===== src/rtl/bus_arbiter_rr_if.sv =====
// Request/grant bundle between the bus masters and the round-robin arbiter.
// The arbiter connects through the slave modport; the master side drives requests and strobe.
interface bus_arbiter_rr_if;
    logic       bus_m0_req;
    logic       bus_m1_req;
    logic       bus_m2_req;
    logic       bus_m3_req;
    logic       bus_as;
    logic       bus_m0_grnt;
    logic       bus_m1_grnt;
    logic       bus_m2_grnt;
    logic       bus_m3_grnt;
    logic [1:0] arb_owner;
    logic       arb_busy;
    logic       arb_preempt;

    modport master (
        output bus_m0_req, bus_m1_req, bus_m2_req, bus_m3_req, bus_as,
        input  bus_m0_grnt, bus_m1_grnt, bus_m2_grnt, bus_m3_grnt,
        input  arb_owner, arb_busy, arb_preempt
    );

    modport slave (
        input  bus_m0_req, bus_m1_req, bus_m2_req, bus_m3_req, bus_as,
        output bus_m0_grnt, bus_m1_grnt, bus_m2_grnt, bus_m3_grnt,
        output arb_owner, arb_busy, arb_preempt
    );
endinterface


===== src/rtl/bus_arbiter_rr.sv =====
// Four-master round-robin bus arbiter with tenure-based preemption at transfer boundaries.
// Grants are held for the whole tenure; a forced release inserts a one-cycle gap.
module bus_arbiter_rr #(
    parameter int TENURE_W   = 8,
    parameter int MAX_TENURE = 16
) (
    input  logic            clk,
    input  logic            rest,
    bus_arbiter_rr_if.slave bus
);

    typedef enum logic [1:0] {IDLE, OWN, GAP} state_t;

    localparam logic                PRE_EN = (MAX_TENURE != 0);
    localparam logic [TENURE_W-1:0] MAX_T  = TENURE_W'(MAX_TENURE);
    localparam logic [TENURE_W-1:0] PRE_T  = TENURE_W'((MAX_TENURE == 0) ? 0 : MAX_TENURE - 1);

    state_t              state;
    logic [3:0]          grnt;
    logic [1:0]          owner;
    logic [1:0]          last;
    logic [TENURE_W-1:0] tenure;
    logic                preempt;
    logic                busy;

    logic [3:0] req;
    logic [3:0] others;
    logic [1:0] pick_idle;
    logic [1:0] pick_own;
    logic       do_preempt;

    // Search starts one past base and wraps, so base itself has lowest priority.
    function automatic logic [1:0] rr_pick(input logic [3:0] r, input logic [1:0] base);
        logic [1:0] idx;
        logic [1:0] pick;
        logic       found;
        pick  = base;
        found = 1'b0;
        for (int i = 1; i <= 4; i++) begin
            idx = base + 2'(i);
            if (!found && r[idx]) begin
                pick  = idx;
                found = 1'b1;
            end
        end
        return pick;
    endfunction

    function automatic logic [3:0] onehot(input logic [1:0] idx);
        return 4'b0001 << idx;
    endfunction

    assign req        = {bus.bus_m3_req, bus.bus_m2_req, bus.bus_m1_req, bus.bus_m0_req};
    assign others     = req & ~onehot(owner);
    assign pick_idle  = rr_pick(req, last);
    assign pick_own   = rr_pick(others, owner);
    assign do_preempt = PRE_EN && (tenure >= PRE_T) && (|others) && !bus.bus_as;

    always_ff @(posedge clk or posedge rest) begin
        if (rest) begin
            state   <= IDLE;
            grnt    <= 4'b0000;
            owner   <= 2'd0;
            last    <= 2'd3;
            tenure  <= '0;
            preempt <= 1'b0;
            busy    <= 1'b0;
        end else begin
            preempt <= 1'b0;
            case (state)
                IDLE, GAP: begin
                    if (|req) begin
                        grnt   <= onehot(pick_idle);
                        owner  <= pick_idle;
                        last   <= pick_idle;
                        tenure <= '0;
                        busy   <= 1'b1;
                        state  <= OWN;
                    end else begin
                        grnt  <= 4'b0000;
                        busy  <= 1'b0;
                        state <= IDLE;
                    end
                end
                OWN: begin
                    if (!req[owner]) begin
                        if (|others) begin
                            grnt   <= onehot(pick_own);
                            owner  <= pick_own;
                            last   <= pick_own;
                            tenure <= '0;
                            busy   <= 1'b1;
                        end else begin
                            grnt  <= 4'b0000;
                            busy  <= 1'b0;
                            state <= IDLE;
                        end
                    end else if (do_preempt) begin
                        // Release only between transfers; the owner drops to lowest priority.
                        grnt    <= 4'b0000;
                        busy    <= 1'b0;
                        tenure  <= '0;
                        preempt <= 1'b1;
                        state   <= GAP;
                    end else if (tenure < MAX_T) begin
                        tenure <= tenure + 1'b1;
                    end
                end
                default: begin
                    grnt  <= 4'b0000;
                    busy  <= 1'b0;
                    state <= IDLE;
                end
            endcase
        end
    end

    assign bus.bus_m0_grnt = grnt[0];
    assign bus.bus_m1_grnt = grnt[1];
    assign bus.bus_m2_grnt = grnt[2];
    assign bus.bus_m3_grnt = grnt[3];
    assign bus.arb_owner   = owner;
    assign bus.arb_busy    = busy;
    assign bus.arb_preempt = preempt;

endmodule

===== src/flat_wrapper.sv =====
// flat-port wrapper written by rule: the top's interface ports become plain ports
module bus_arbiter_rr_flat 
#(
    parameter int TENURE_W   = 8,
    parameter int MAX_TENURE = 16
)
  (clk, rest, bus_bus_m0_req, bus_bus_m1_req, bus_bus_m2_req, bus_bus_m3_req, bus_bus_as, bus_bus_m0_grnt, bus_bus_m1_grnt, bus_bus_m2_grnt, bus_bus_m3_grnt, bus_arb_owner, bus_arb_busy, bus_arb_preempt);
  bus_arbiter_rr_if bus_i ();
  input  logic clk;
  input  logic rest;
  input wire logic [$bits(bus_i.bus_m0_req)-1:0] bus_bus_m0_req;
  input wire logic [$bits(bus_i.bus_m1_req)-1:0] bus_bus_m1_req;
  input wire logic [$bits(bus_i.bus_m2_req)-1:0] bus_bus_m2_req;
  input wire logic [$bits(bus_i.bus_m3_req)-1:0] bus_bus_m3_req;
  input wire logic [$bits(bus_i.bus_as)-1:0] bus_bus_as;
  output wire logic [$bits(bus_i.bus_m0_grnt)-1:0] bus_bus_m0_grnt;
  output wire logic [$bits(bus_i.bus_m1_grnt)-1:0] bus_bus_m1_grnt;
  output wire logic [$bits(bus_i.bus_m2_grnt)-1:0] bus_bus_m2_grnt;
  output wire logic [$bits(bus_i.bus_m3_grnt)-1:0] bus_bus_m3_grnt;
  output wire logic [$bits(bus_i.arb_owner)-1:0] bus_arb_owner;
  output wire logic [$bits(bus_i.arb_busy)-1:0] bus_arb_busy;
  output wire logic [$bits(bus_i.arb_preempt)-1:0] bus_arb_preempt;
  assign bus_i.bus_m0_req = bus_bus_m0_req;
  assign bus_i.bus_m1_req = bus_bus_m1_req;
  assign bus_i.bus_m2_req = bus_bus_m2_req;
  assign bus_i.bus_m3_req = bus_bus_m3_req;
  assign bus_i.bus_as = bus_bus_as;
  assign bus_bus_m0_grnt = bus_i.bus_m0_grnt;
  assign bus_bus_m1_grnt = bus_i.bus_m1_grnt;
  assign bus_bus_m2_grnt = bus_i.bus_m2_grnt;
  assign bus_bus_m3_grnt = bus_i.bus_m3_grnt;
  assign bus_arb_owner = bus_i.arb_owner;
  assign bus_arb_busy = bus_i.arb_busy;
  assign bus_arb_preempt = bus_i.arb_preempt;
  bus_arbiter_rr #(.TENURE_W(TENURE_W), .MAX_TENURE(MAX_TENURE)) u_core (.clk(clk), .rest(rest), .bus(bus_i));
endmodule

===== config.mk =====
export PLATFORM = sky130hd
export DESIGN_NAME = bus_arbiter_rr_flat
export DESIGN_NICKNAME = d
export VERILOG_FILES = /design/src/rtl/bus_arbiter_rr_if.sv /design/src/rtl/bus_arbiter_rr.sv /design/src/flat_wrapper.sv
export SDC_FILE = /design/constraint.sdc
export NUM_CORES = 1
export LEC_CHECK = 0
export BUFFER_PORTS_ARGS = -buffer_cell sky130_fd_sc_hd__buf_2
export CORE_AREA = 5 5 72 74
export CTS_CLUSTER_DIAMETER = 30
export CTS_CLUSTER_SIZE = 16
export DETAILED_ROUTE_END_ITERATION = 8
export DIE_AREA = 0 0 77 79
export SETUP_SLACK_MARGIN = 0.3
export SYNTH_ARGS = -nofsm -noshare
export SYNTH_HDL_FRONTEND = slang
export SYNTH_SLANG_ARGS = --single-unit

===== constraint.sdc =====
create_clock -name clk -period 7.3 [get_ports clk]
set_clock_uncertainty 0.2 [all_clocks]
set_input_delay 0.365 -clock clk [delete_from_list [all_inputs] [get_ports clk]]
set_output_delay 0.365 -clock clk [all_outputs]
set_load 0.01 [all_outputs]

### Word-level counts from Yosys, hierarchy flattened

Cells that the tools add are included.

| storage, ports and cells | value |
|---|---|
| register bits | 20 |
| bits of input ports | 7 |
| output and inout port bits | 8 |

| cells by class | value |
|---|---|
| $add $sub $neg | 7 |
| magnitude comparators | 10 |
| eq/ne operators | 9 |
| shift operators | 3 |
| multiplexer cells | 60 |
| bitwise logic cells | 2 |
| reductions and logical operators | 23 |

Operator list:

| operator | number |
|---|---|
| $mux W8 | 5 |
| $mux W2 | 14 |
| $lt A2 B3 Y1 const B | 8 |
| $mux W1 | 23 |
| $bmux W1 S2 | 9 |
| $mux W4 | 4 |
| $pmux W8 S2 | 1 |
| $shl A1 B2 Y4 const A | 3 |
| $add A2 B2 Y2 const B | 4 |
| $add A8 B1 Y8 const B | 1 |
| $ge A8 B4 Y1 const B | 1 |
| $logic_and A1 B1 Y1 | 8 |
| $lt A8 B5 Y1 const B | 1 |
| $pmux W2 S2 | 2 |
| $pmux W4 S2 | 1 |
| $reduce_and A4 Y1 | 2 |
| $reduce_or A4 Y1 | 2 |
| $logic_not A1 Y1 | 7 |
| $add A2 B1 Y2 const B | 2 |
| $and A4 B4 Y4 | 1 |
| $ne A2 B1 Y1 const B | 2 |
| $ne A4 B3 Y1 const B | 1 |
| $not A4 Y4 | 1 |
| $ne A3 B1 Y1 const B | 1 |
| other kinds (10) | 10 |

### Logic depth before layout (Yosys ltp)

| logic depth | value |
|---|---|
| depth in word-level cells | 19 |
| mapped depth | 10 |
| mapped depth without buffers | 7 |

### Worst setup path before layout

Ideal clock, no wire load.

| timing path | value |
|---|---|
| path kind | flip-flop to flip-flop |
| start | register u_core.owner[0], in the netlist u_core.bus.arb_owner[0] |
| end | register u_core.grnt[2] |
| data arrival time | 2.366 ns |
| required time | 7.005 ns |
| slack | 4.639 ns |
| cell stages (with the launch flop) | 10 |
| buffers on the path | 2 |
| clock period less this slack | 2.661 ns |
| path through | dfrtp_1 buf_6 inv_1 ha_1 buf_6 nor4b_2 a41oi_1 or4_4 o211a_2 o31ai_1 |

| on the way | value |
|---|---|
| cells in the longest elaborated chain, start to end | 19 |

RTL lines:

| what | RTL line | RTL |
|---|---|---|
| from (decl) | bus_arbiter_rr.sv:20 | `logic [1:0] owner;` |
| from (signal assigned) | bus_arbiter_rr.sv:74 | `owner <= pick_idle;` |
| from (signal assigned) | bus_arbiter_rr.sv:89 | `owner <= pick_own;` |
| branches (longest 19 deep; another with $add A2 B1 Y2) | -- |  |
| to (signal assigned) | bus_arbiter_rr.sv:73 | `grnt <= onehot(pick_idle);` |
| to (signal assigned) | bus_arbiter_rr.sv:88 | `grnt <= onehot(pick_own);` |
| to (decl) | bus_arbiter_rr.sv:19 | `logic [3:0] grnt;` |

Several ways; the timed one is not identified. The select of a mux whose other input is x is not followed.
A chain may end at the register's enable or synchronous reset.

### Final worst setup path

| timing path | value |
|---|---|
| start | register u_core.owner[0], in the netlist u_core.bus.arb_owner[0] |
| end | register u_core.grnt[0] |

The elaborated chain is that of the path after synthesis.

==> impl_metrics.yaml <==
run_status:
  status: "complete, no violations"
drt:
  viasPerCell: 5.66
  routed_wl_um: 3250
  met3WireLength_um: 156
  drt-met1-wl_um: 1530
  drc: 0
  drt_first_pass_iters: 4
  num_vias: 1223
  drt_iter0_markers: 123
  ant_nets: 0
  highest_layer: "met4"
  met2_length_um: 1520
  avgRoutedWirePerCell_um: 15.0
sta:
  fin_ws_ns: 4.08
  tns_ns: 0
  fmax_mhz: 310
  finalSetupViolCount: 0
  rsz0062_at_grt: "no"
  min_period_ns: 3.22
  hold_viol_final: 0
  tightest_slew_ns: 0.774
  holdWs_ns: 0.0402
  final-max-slew-violation-count: 0
  period_share: 0.442
  slew_headroom: 0.483
yosys:
  synth-seq-cells: 20
  yosysSeqAreaShare: 0.335
  synth-edff-count: 0
  synth_top_cell_by_area: "dfrtp_1"
  syn_avg_cell_area_um2: 9.74
  ys.flop_type: "dfrtp_1"
  ys_warn_count: 0
  synth_cells: 154
  netlist.area_leader.share: 0.300
  syn_area_um2: 1500
  synth.distinct_cells: 50
  ys_async_sr_fraction: 1.00
  synth_area_leaders: "dfrtp_1 30%, buf_6 5.3%, nand2b_1 4.6%, ha_1 4.2%, o31ai_1 4.0%"
  syn_nets: 166
  synthTopCellsByCount: "18 x dfrtp_1, 11 x nand2b_1, 10 x nand2_1, 8 x inv_1, 8 x o31ai_1"
  synth.most_common_cell: "dfrtp_1"
placed_design:
  gp_congestion: 0.876
  place_inst: 213
  dp_slack_ns: 4.14
  place.port_buffers: 14
  dp_hpwl_um: 2390
floorplanning:
  die_x_um: 77
  initial_core_util: 0.331
  floorplan.rows: 25
  die_area_um2: 6080
  io_pins: 15
  dieHeight_um: 79
  fp.coreArea_um2: 4540
layout:
  drive_gt1_frac: 0.198
  n_antenna_cell: 0
  layout.nets: 176
  area_growth_pct: 5.59
  stdcell_count: 216
global_route:
  antenna_found_initial: 0
  overflow: 0
  grt_pass1_wl_um: 5550
  grt_max_degree: 26
  grt_pass1_vias: 1127
  grtUsageTotal: 0.111
flow_run:
  cap_violations: 0
setup_path:
  worstPathMaxFanout: 25
  cp_slowest_cell: "dfrtp_1"
  end_kind: "register"
  cp-start-kind: "register"
  critical_path_class: "register to register"
  worstPathRequired_ns: 7.26
  path_common_cell: "o211ai_1"
  cp_cell_sequence: "inv_1, ha_1, mux2i_1, o211ai_1, a2111oi_2, o211ai_1, o31ai_1"
  cp_data_arrival_time_ns: 3.18
  cp_slowest_stage_delay_ns: 0.84
clock_network:
  cts_made_buffers: 3
  cts_tree: "done"
  cts.repair.resized: 0
  clk_latency_ns: 0.25
  clockRootBuffer: "clkbuf_8"
  clk_path_buf_depth: 2
  h-tree-depth: 1
  cts.sinks: 20
  post-cts-setup-buffers: 0
  hold_buffers: 0
  clk_pin_slew_ns: 0.07
power:
  power_density_nw_per_um2: 424
  ir_worst_vdd_mv: 0.156
  power_leakage_nw: 0.709
worst_hold_path:
  hp-class: "input port to asynchronous set/reset pin"
[cell usage in the layout (no fill, tap or decap), types with 2 or more instances in the layout]
master | Yosys | layout
ha_1 | 5 | 5
a32oi_1 | 2 | 2
nor4_1 | 2 | 2
o21ai_0 | 5 | 5
o211a_1 | 2 | 2
o31ai_1 | 8 | 8
inv_1 | 8 | 8
mux2i_1 | 3 | 3
dfstp_2 | 2 | 2
a22oi_1 | 3 | 3
a211oi_1 | 2 | 2
nand2_1 | 10 | 10
nand3_1 | 4 | 4
clkbuf_8 | 1 | 3
nor3b_1 | 3 | 3
nand3b_1 | 3 | 3
and3b_1 | 2 | 2
o211ai_1 | 4 | 4
nor3_1 | 3 | 3
a41oi_1 | 3 | 3
nor2_1 | 4 | 4
dfrtp_1 | 18 | 18
a21oi_1 | 6 | 6
nand2b_1 | 11 | 11
mux4_2 | 2 | 2
and3_1 | 4 | 4
o2111ai_1 | 3 | 3
buf_2 | 2 | 14
nor4b_2 | 2 | 2
[area by class of cell]
type                       count  area [um2]
fill                         440        2950
multi-input combinational    116         865
sequential                    20         503
timing repair buffer          15        77.6
tap                           54        67.6
clock buffer                   3        41.3
inverter                       8        30.0
[cells by family (layout without fill, tap and decap cells)]
logic type,count (synthesis),in the layout,synth area share
AO/OA/AOI/OAI,49,49,0.247
adder cells (fa/ha/maj),5,5,0.0417
buffers and inverters,18,26,0.0884
flip-flops,20,20,0.335
multiplexers,5,5,0.0500
AND/OR/NAND/NOR,57,57,0.238
[worst max-delay path: cells and delay by family (launching register included)]
family | cells | cell delay, ns
flip-flops | 1 | 0.84
buffers and inverters | 1 | 0.22
adder cells (fa/ha/maj) | 1 | 0.48
multiplexers | 1 | 0.32
AO/OA/AOI/OAI | 4 | 1.06
[flip-flops by register name, indices dropped and copies added (netlist names)]
name	flops
u_core.tenure	8
u_core.state	2
u_core.bus.arb_busy	1
u_core.bus.arb_preempt	1
u_core.grnt	4
u_core.last	2
u_core.bus.arb_owner	2
[where the power goes]
part           internal, mW  switching (mW)  leakage, nW
Combinational         0.173           0.226        0.430
Sequential            0.149          0.0544        0.258
Clock                0.0367          0.0328       0.0216
Total                 0.358           0.313        0.709
[stage by stage]
step           power, mW  utilization  area (um2)
3_5_place_dp       0.598        0.340        1540
6_report           0.672        0.349        1580
4_1_cts            0.674        0.349        1580
5_1_grt            0.735        0.349        1580
2_1_floorplan      0.542            -        1500
3_3_place_gp       0.603        0.340        1540
[path summary, 6_finish.rpt]
kind	from	end	slack, ns	cells after the start
max	u_core.bus.arb_owner[0]$_DFFE_PP0P_	u_core.grnt[0]$_DFFE_PP0P_	4.08	7
min	rest	u_core.bus.arb_busy$_DFFE_PP0P_	0.04	2
max reg2reg	u_core.bus.arb_owner[0]$_DFFE_PP0P_	u_core.grnt[0]$_DFFE_PP0P_	4.08	7
min reg2reg	u_core.bus.arb_busy$_DFFE_PP0P_	u_core.bus.arb_busy$_DFFE_PP0P_	0.30	2
max in group asynchronous	rest	u_core.tenure[6]$_DFFE_PP0P_	6.37	2
min in group clk	u_core.bus.arb_busy$_DFFE_PP0P_	u_core.bus.arb_busy$_DFFE_PP0P_	0.30	2
[per-layer routing]
metal | up-vias | GRT usage
met3 | 4 | 0.0125
met4 | 0 | 0.0412
li1 | 610 | -
met5 | - | 0
met2 | 29 | 0.175
met1 | 580 | 0.156
Note: power is estimated with default switching activity, not from simulation.
